**src/rtl/spi_sram_bridge.sv**
```systemverilog
// spi_sram_bridge: decodes SPI command words into single-port SRAM write/read cycles.
// Optional `SRAM_BRIDGE_AUTOINC_EN: post-increment the write/read pointers after each access.
module spi_sram_bridge #(
  parameter int DATA_W   = 8,
  parameter int ADDR_W   = 8,
  parameter int READ_LAT = 1
) (
  input  logic              clk,
  input  logic              rst_n,
  input  logic              rx_valid,
  input  logic [DATA_W+1:0] rx_data,
  output logic              rx_ready,
  output logic              tx_valid,
  output logic [DATA_W-1:0] tx_data,
  output logic              csb0,
  output logic              web0,
  output logic [ADDR_W-1:0] addr0,
  output logic [DATA_W-1:0] din0,
  input  logic [DATA_W-1:0] dout0,
  output logic              err,
  input  logic              clr_err
);
  localparam logic [2:0] S_IDLE    = 3'd0;
  localparam logic [2:0] S_WR      = 3'd1;
  localparam logic [2:0] S_RD_REQ  = 3'd2;
  localparam logic [2:0] S_RD_WAIT = 3'd3;
  localparam logic [2:0] S_RD_DONE = 3'd4;
  localparam int CW = READ_LAT > 1 ? $clog2(READ_LAT) : 1;
  logic [2:0]        state_q, state_d;
  logic [CW-1:0]     cnt_q, cnt_d;
  logic [ADDR_W-1:0] wr_addr_q, wr_addr_d, rd_addr_q, rd_addr_d, addr0_q, addr0_d;
  logic [DATA_W-1:0] din0_q, din0_d, tx_data_q, tx_data_d;
  logic              wa_vld_q, wa_vld_d, ra_vld_q, ra_vld_d, err_q, err_d;
  logic [1:0]        cmd;
  logic [DATA_W-1:0] payload;
  logic              accept;
  assign cmd      = rx_data[DATA_W+1:DATA_W];
  assign payload  = rx_data[DATA_W-1:0];
  assign rx_ready = state_q == S_IDLE;
  assign accept   = rx_valid && rx_ready;
  assign csb0     = !(state_q == S_WR || state_q == S_RD_REQ);
  assign web0     = state_q != S_WR;
  assign tx_valid = state_q == S_RD_DONE;
  assign addr0    = addr0_q;
  assign din0     = din0_q;
  assign tx_data  = tx_data_q;
  assign err      = err_q;
  always_comb begin
    state_d   = state_q;
    cnt_d     = cnt_q;
    wr_addr_d = wr_addr_q;
    rd_addr_d = rd_addr_q;
    wa_vld_d  = wa_vld_q;
    ra_vld_d  = ra_vld_q;
    addr0_d   = addr0_q;
    din0_d    = din0_q;
    tx_data_d = tx_data_q;
    // clear applies to the old flag; an error in this same cycle still sets it
    err_d = (clr_err ? 1'b0 : err_q) | (rx_valid && !rx_ready)
          | (accept && cmd == 2'b01 && !wa_vld_q) | (accept && cmd == 2'b11 && !ra_vld_q);
    case (state_q)
      S_IDLE: if (accept) begin
        case (cmd)
          2'b00: begin
            wr_addr_d = payload[ADDR_W-1:0];
            wa_vld_d  = 1'b1;
          end
          2'b10: begin
            rd_addr_d = payload[ADDR_W-1:0];
            ra_vld_d  = 1'b1;
          end
          2'b01: if (wa_vld_q) begin
            din0_d  = payload;
            addr0_d = wr_addr_q;
            state_d = S_WR;
          end
          default: if (ra_vld_q) begin
            addr0_d = rd_addr_q;
            state_d = S_RD_REQ;
          end
        endcase
      end
      S_WR: begin
        state_d = S_IDLE;
`ifdef SRAM_BRIDGE_AUTOINC_EN
        wr_addr_d = wr_addr_q + 1'b1;
`endif
      end
      S_RD_REQ: begin
        state_d = S_RD_WAIT;
        cnt_d   = CW'(READ_LAT - 1);
      end
      S_RD_WAIT: if (cnt_q == '0) begin
        tx_data_d = dout0;
        state_d   = S_RD_DONE;
`ifdef SRAM_BRIDGE_AUTOINC_EN
        rd_addr_d = rd_addr_q + 1'b1;
`endif
      end else begin
        cnt_d = cnt_q - 1'b1;
      end
      default: state_d = S_IDLE;
    endcase
  end
  always_ff @(posedge clk or negedge rst_n) begin
    if (!rst_n) begin
      state_q   <= S_IDLE;
      cnt_q     <= '0;
      wr_addr_q <= '0;
      rd_addr_q <= '0;
      wa_vld_q  <= 1'b0;
      ra_vld_q  <= 1'b0;
      addr0_q   <= '0;
      din0_q    <= '0;
      tx_data_q <= '0;
      err_q     <= 1'b0;
    end else begin
      state_q   <= state_d;
      cnt_q     <= cnt_d;
      wr_addr_q <= wr_addr_d;
      rd_addr_q <= rd_addr_d;
      wa_vld_q  <= wa_vld_d;
      ra_vld_q  <= ra_vld_d;
      addr0_q   <= addr0_d;
      din0_q    <= din0_d;
      tx_data_q <= tx_data_d;
      err_q     <= err_d;
    end
  end
endmodule
```
**config.mk**
```make
export PLATFORM = sky130hd
export DESIGN_NAME = spi_sram_bridge
export DESIGN_NICKNAME = d
export VERILOG_FILES = /design/src/rtl/spi_sram_bridge.sv
export SDC_FILE = /design/constraint.sdc
export NUM_CORES = 1
export LEC_CHECK = 0
export CORE_MARGIN = 1
export CORE_UTILIZATION = 40
export CTS_CLUSTER_DIAMETER = 50
export DETAILED_ROUTE_END_ITERATION = 10
export PLACE_DENSITY = 0.75
export SLEW_MARGIN = 0
export SYNTH_ARGS = -nofsm -noshare
export SYNTH_HDL_FRONTEND = slang
export SYNTH_SLANG_ARGS = --single-unit
export TNS_END_PERCENT = 20
```
**constraint.sdc**
```tcl
create_clock -name clk -period 1.9 [get_ports clk]
set_input_delay 0.285 -clock clk [delete_from_list [all_inputs] [get_ports clk]]
set_output_delay 0.285 -clock clk [all_outputs]
set_load 0.01 [all_outputs]
```
==> flow_metrics.tcl, run 1 <==
set metrics [dict create \
    outcome "completed" \
    syn-cell-area_um2 1951 \
    cts_root_buf "clkbuf_8" \
    total_power_uw 4076 \
    cts_setup_buffers 0 \
    crit_chain "nor2_1 -> nand2_1 -> clkdlybuf4s50_1" \
    required_ns 1.62 \
    timing.rr.start "state_q[2]$_DFFE_PN0P_" \
    cts_tree "built" \
    yosys.area.top_type "dfrtp_1" \
    synth_edf_count 0 \
    antenna_found_initial 0 \
    io_buffers 50 \
    drt_iter0_drc 67 \
    grt_pass1_wl_um 6548 \
    viasPerCell 5.040 \
    critical_path.max_fanout 8 \
    fin_tns_setup_ns 0 \
    cts_hold_buf 0 \
    wl_um 3986 \
    synthTopCellsByCount "mux2_2, dfrtp_1, buf_2" \
    critPathLaunchType "flip-flop" \
    hold_viol 0 \
    gp_congestion 0.7942 \
    synth_nets 149 \
    grt_use_met2_pct 28.83 \
    crit_family "flip-flops" \
    final_nets 215 \
    synth_warnings 0 \
    start_util_pct 41.57 \
    synth_top_family_by_area "multiplexers" \
    arrival_ns 1.46 \
    yosysTopAreaCellShare_pct 59.01 \
    antenna-diode-count 0 \
    cpPeakStageDelay_ns 0.49 \
    grt_overflow 0 \
    dp_hpwl_um 2874 \
    synthAdderAreaFrac_pct 0 \
    die_w_um 71.83 \
    worst_r2r_path_depth 4 \
    synth_seq_cells 46 \
    clk_path_buf_depth 2 \
    cts-htree-levels 2 \
    dpl.cell_count 240 \
    clkTransAtPathRegs_ns 0.08 \
    worstMarginPinSlew_ns 0.5817 \
    slew_viol_final 0 \
    rsz0062_at_grt "false" \
    synthCells 127 \
    r2r-end "wr_addr_q[1]$_DFFE_PN0P_" \
    pin_count 51 \
    yosysMostFrequentCell "mux2_2" \
    synthArstFlopShare_pct 100.0 \
    drc_errors 0 \
    avgRoutedWirePerCell_um 16.07 \
    dieHeight_um 71.83 \
    clock_skew_ns 0.006401 \
    min_path_type "in -> async" \
    cts_sinks 46 \
    path_class "reg -> out" \
    die_area_um2 5160 \
    fin_cells 248 \
    avgSynthCellArea_um2 15.36 \
    gr-usage-met1_pct 20.76 \
    crit_slowest_cell "dfrtp_2" \
    period_minus_slack_ns 1.742 \
    synth_compound_area_share_pct 1.347 \
    rows 25 \
    power.density_nw_per_um2 1510 \
    endpoint_kind "primary output" \
    yosysSeqAreaShare_pct 59.01 \
    peakVddDrop_uv 708.3 \
    grt_pass1_vias 1321 \
    netlist_top_cells_area "dfrtp_1, mux2_2, nor4b_4" \
    finalCritPeriodShare_pct 91.67 \
    area_delta_synth_final_pct 38.36 \
    grt_max_degree 47 \
    vias 1250 \
    busiest_layer "met2" \
    drive_above_1_share_pct 40.72 \
    drtPass1Iterations 4 \
    crit_buf_inv 1 \
    cts_buffers 5 \
    clkLatencyLatePin_ns 0.29 \
    yosys.area_share.xor_xnor_pct 0.4490 \
    cellLeakagePower_uw 0.001173 \
    met3_usage_pct 3.938 \
    synth_ff_type "dfrtp_1" \
    coreArea_um2 4692 \
    synthSimpleGateAreaFrac_pct 9.237 \
    relSlewSlack_pct 61.22 \
    max_freq_mhz 574.1 \
    ant_nets 0 \
    r2r_setup_slack_ns 0.17 \
    cap_violations 0 \
    muxShareOfSynthArea_pct 27.71 \
    synth_cell_types 20 \
    setup-violations-final 0 \
    grt_usage_pct 16.78 \
]
-- repair_timing --
action / CTS / global route
resized for setup: 4 / 3
setup endpoints to repair: 3 / 3
pin swaps: 0 / 0
-- layout by cell type (no fill, tap or decap), types with 2 or more instances in the layout --
| master | n |
|---|---|
| a41oi_1 | 2 |
| buf_4 | 15 |
| clkbuf_8 | 6 |
| clkdlybuf4s50_1 | 46 |
| dfrtp_1 | 43 |
| dfrtp_2 | 3 |
| dlymetal6s2s_1 | 3 |
| inv_1 | 2 |
| mux2_2 | 48 |
| nand2_1 | 2 |
| nand2b_1 | 2 |
| nand3b_1 | 4 |
| nor2b_1 | 2 |
| nor3_1 | 2 |
| nor3b_1 | 2 |
| nor4b_4 | 2 |
-- sequential cells by signal, summed over array words and instances, names as in the netlist --
name,cells
state_q,3
din0,8
addr0,8
wr_addr_q,8
rd_addr_q,8
wa_vld_q,1
tx_data,8
ra_vld_q,1
err,1
-- routing by layer --
layer | wire length [µm] | vias to the layer above
li1 | - | 581
met1 | 1755 | 646
met2 | 2095 | 21
met3 | 111 | 2
met4 | 23 | 0
met5 | 0 | -
-- area by class of cell --
type	instances	area, µm²
fill	377	1993
sequential	46	1155
multi-input combinational	73	762.0
timing repair buffer	65	615.6
clock buffer	7	86.33
tap	54	67.56
inverter	2	7.507
clock inverter	1	5.005
-- worst max-delay path by stage --
stage / from / end / depth (start not counted)
6_report: state_q[2]$_DFFE_PN0P_ / web0 / 3
5_1_grt: state_q[2]$_DFFE_PN0P_ / web0 / 3
4_1_cts: state_q[2]$_DFFE_PN0P_ / rx_ready / 2
3_5_place_dp: rx_data[8] / addr0[4]$_DFFE_PN0P_ / 5
3_3_place_gp: rx_data[8] / addr0[7]$_DFFE_PN0P_ / 5
2_1_floorplan: state_q[2]$_DFFE_PN0P_ / addr0[0]$_DFFE_PN0P_ / 3
-- report_power, final --
part | switching [µW] | total (µW) | internal (µW) | leakage [µW]
registers | 298 | 1750 | 1450 | 0.000542
logic | 590 | 1720 | 1130 | 0.000583
clock network | 307 | 600 | 294 | 0.0000482
-- metrics by stage --
| stage | utilization, % | area [µm²] | setup WS, ns | hold WS (ns) |
|---|---|---|---|---|
| detailed placement | 55.20 | 2590 | -0.1312 | 0.4048 |
| global placement | 55.20 | 2590 | -0.05828 | 0.3890 |
| CTS | 57.36 | 2691 | 0.007835 | 0.08146 |
| global route | 57.52 | 2699 | 0.07063 | 0.1030 |
| floorplan | - | 1951 | 0.1860 | -0.01059 |
| finish | 57.52 | 2699 | 0.1582 | 0.06858 |
-- cells by family (layout without fill, tap and decap cells) --
logic type             count (synthesis)  in the layout
multiplexers                          48             48
flip-flops                            46             46
AND/OR/NAND/NOR                       21             21
buffers and inverters                  8             75
AO/OA/AOI/OAI                          3              3
XOR/XNOR                               1              1
Note: power is estimated with default switching activity, not from simulation.
==> inputs of run 2 (changes only) <==
Settings changed: DONT_BUFFER_PORTS set to 1, PLACE_DENSITY 0.75 to 0.61.
==> flow_metrics.tcl, run 2 (same netlist as run 1, synthesis figures left out) <==
set metrics [dict create \
    die_area_um2 5160 \
    start_util_pct 41.57 \
    min_path_type "in -> reg" \
    cts_buffers 5 \
    layout_common_cells "mux2_2, dfrtp_1, buf_4" \
    rows 25 \
    placed_area_um2 2049 \
    dp_hpwl_um 2422 \
    arrival_ns 1.87 \
    avgRoutedWirePerCell_um 17.53 \
    drt_iter0_drc 33 \
    hold_viol 0 \
    path_class "reg -> reg" \
    clkLatencyLatePin_ns 0.29 \
    period_minus_slack_ns 1.699 \
    final_area_um2 2200 \
    wl_met1_um 1507 \
    die_w_um 71.83 \
    wl_met2_um 1647 \
    final_nets 161 \
    peakVddDrop_uv 557.9 \
    seqCellArea_um2 1151 \
    timing.rr.start "state_q[1]$_DFFE_PN0P_" \
    cts_root_buf "clkbuf_8" \
    fill_cells 429 \
    cts-htree-levels 2 \
    grt_pass1_wl_um 5616 \
    relSlewSlack_pct 69.54 \
    required_ns 2.07 \
    wl_um 3384 \
    worst_r2r_path_depth 4 \
    drtPass1Iterations 4 \
    gp_congestion 0.7097 \
    cellLeakagePower_uw 0.0009453 \
    endpoint_kind "flip-flop" \
    finalCritPeriodShare_pct 89.42 \
    cts_sinks 46 \
    antenna_found_initial 0 \
    clock_skew_ns 0.007383 \
    r2r-end "wr_addr_q[1]$_DFFE_PN0P_" \
    power.density_nw_per_um2 1601 \
    ant_nets 0 \
    cap_violations 0 \
    drc_errors 0 \
    viasPerCell 5.492 \
    rsz0062_at_grt "false" \
    final_common_cell "mux2_2" \
    dr_wl_met3_um 212 \
    setup-violations-final 0 \
    area_delta_synth_final_pct 12.76 \
    critPathLaunchType "flip-flop" \
    max_freq_mhz 588.6 \
    coreArea_um2 4692 \
    r2r_setup_slack_ns 0.20 \
    fin_tns_setup_ns 0 \
    multiInputGateArea_um2 755.7 \
    cts_tree "built" \
    drive_above_1_share_pct 50.36 \
    grt_max_degree 47 \
    outcome "completed" \
    startpoint "state_q[1]$_DFFE_PN0P_" \
    pin_count 51 \
    critPathCapture "wr_addr_q[1]$_DFFE_PN0P_" \
    antenna-diode-count 0 \
    grt_pass1_vias 1160 \
    grt_usage_pct 14.69 \
    critical_path.max_fanout 9 \
    dieHeight_um 71.83 \
    slew_viol_final 0 \
    grt_overflow 0 \
    io_buffers 0 \
    clkTransAtPathRegs_ns 0.08 \
    worstMarginPinSlew_ns 0.4555 \
    vias 1060 \
    highest_layer "met4" \
    cts_resized 0 \
    clk_path_buf_depth 2 \
    min_from "rx_valid" \
]
==> run 2: timing repair <==
action	4_1_cts	5_1_grt
hold endpoints to repair	46	0
setup buffers	0	0
hold buffers	2	0
==> run 2: worst max-delay path, stage by stage, from the launching register on <==
cell,delay [ns]
dfrtp_1,0.49
nor4b_4,0.33
nor3b_4,0.22
buf_4,0.20
mux2_2,0.35
==> run 2: layout make-up <==
cell class              instances  area share (%)
repair buffers                 11           4.778
inverters                       2          0.3413
flip-flops and latches         46           52.33
clock buffers                   6           3.754
well taps                      54           3.072
clock inverters                 1           1.365
multi-input cells              73           34.36
==> run 2: routing by layer <==
metal | GRT usage [%] | vias up
met3 | 4.923 | 2
met2 | 23.06 | 33
met1 | 19.34 | 548
met5 | 0 | -
li1 | - | 477
met4 | 4.575 | 0
==> run 2: worst min path at each step <==
stage,end,slack [ns],cells past startpoint
after floorplan,addr0[0]$_DFFE_PN0P_,-0.01,0
after CTS,err$_DFF_PN0_,0.12,1
after detailed placement,din0[4]$_DFFE_PN0P_,-0.01,0
final,err$_DFF_PN0_,0.13,1
after global routing,rd_addr_q[0]$_DFFE_PN0P_,0.12,1
after global placement,addr0[2]$_DFFE_PN0P_,-0.01,0
==> run 2: power by group <==
part | switching [µW] | internal (µW)
Combinational | 310 | 594
Sequential | 452 | 1450
Clock | 293 | 421
==> run 2: through the flow <==
stage / utilization [%] / hold WS (ns) / std cells / worst slack, ns / total power (µW)
final: 46.88 / 0.1267 / 193 / 0.2010 / 3521
after global routing: 46.88 / 0.1220 / 193 / 0.08225 / 3769
after CTS: 46.88 / 0.1171 / 193 / 0.1898 / 3578
after detailed placement: 43.68 / -0.009528 / 184 / 0.2138 / 2823
after global placement: 43.68 / -0.009611 / 184 / 0.2536 / 2765
after floorplan: - / -0.01059 / 127 / 0.1860 / 2605
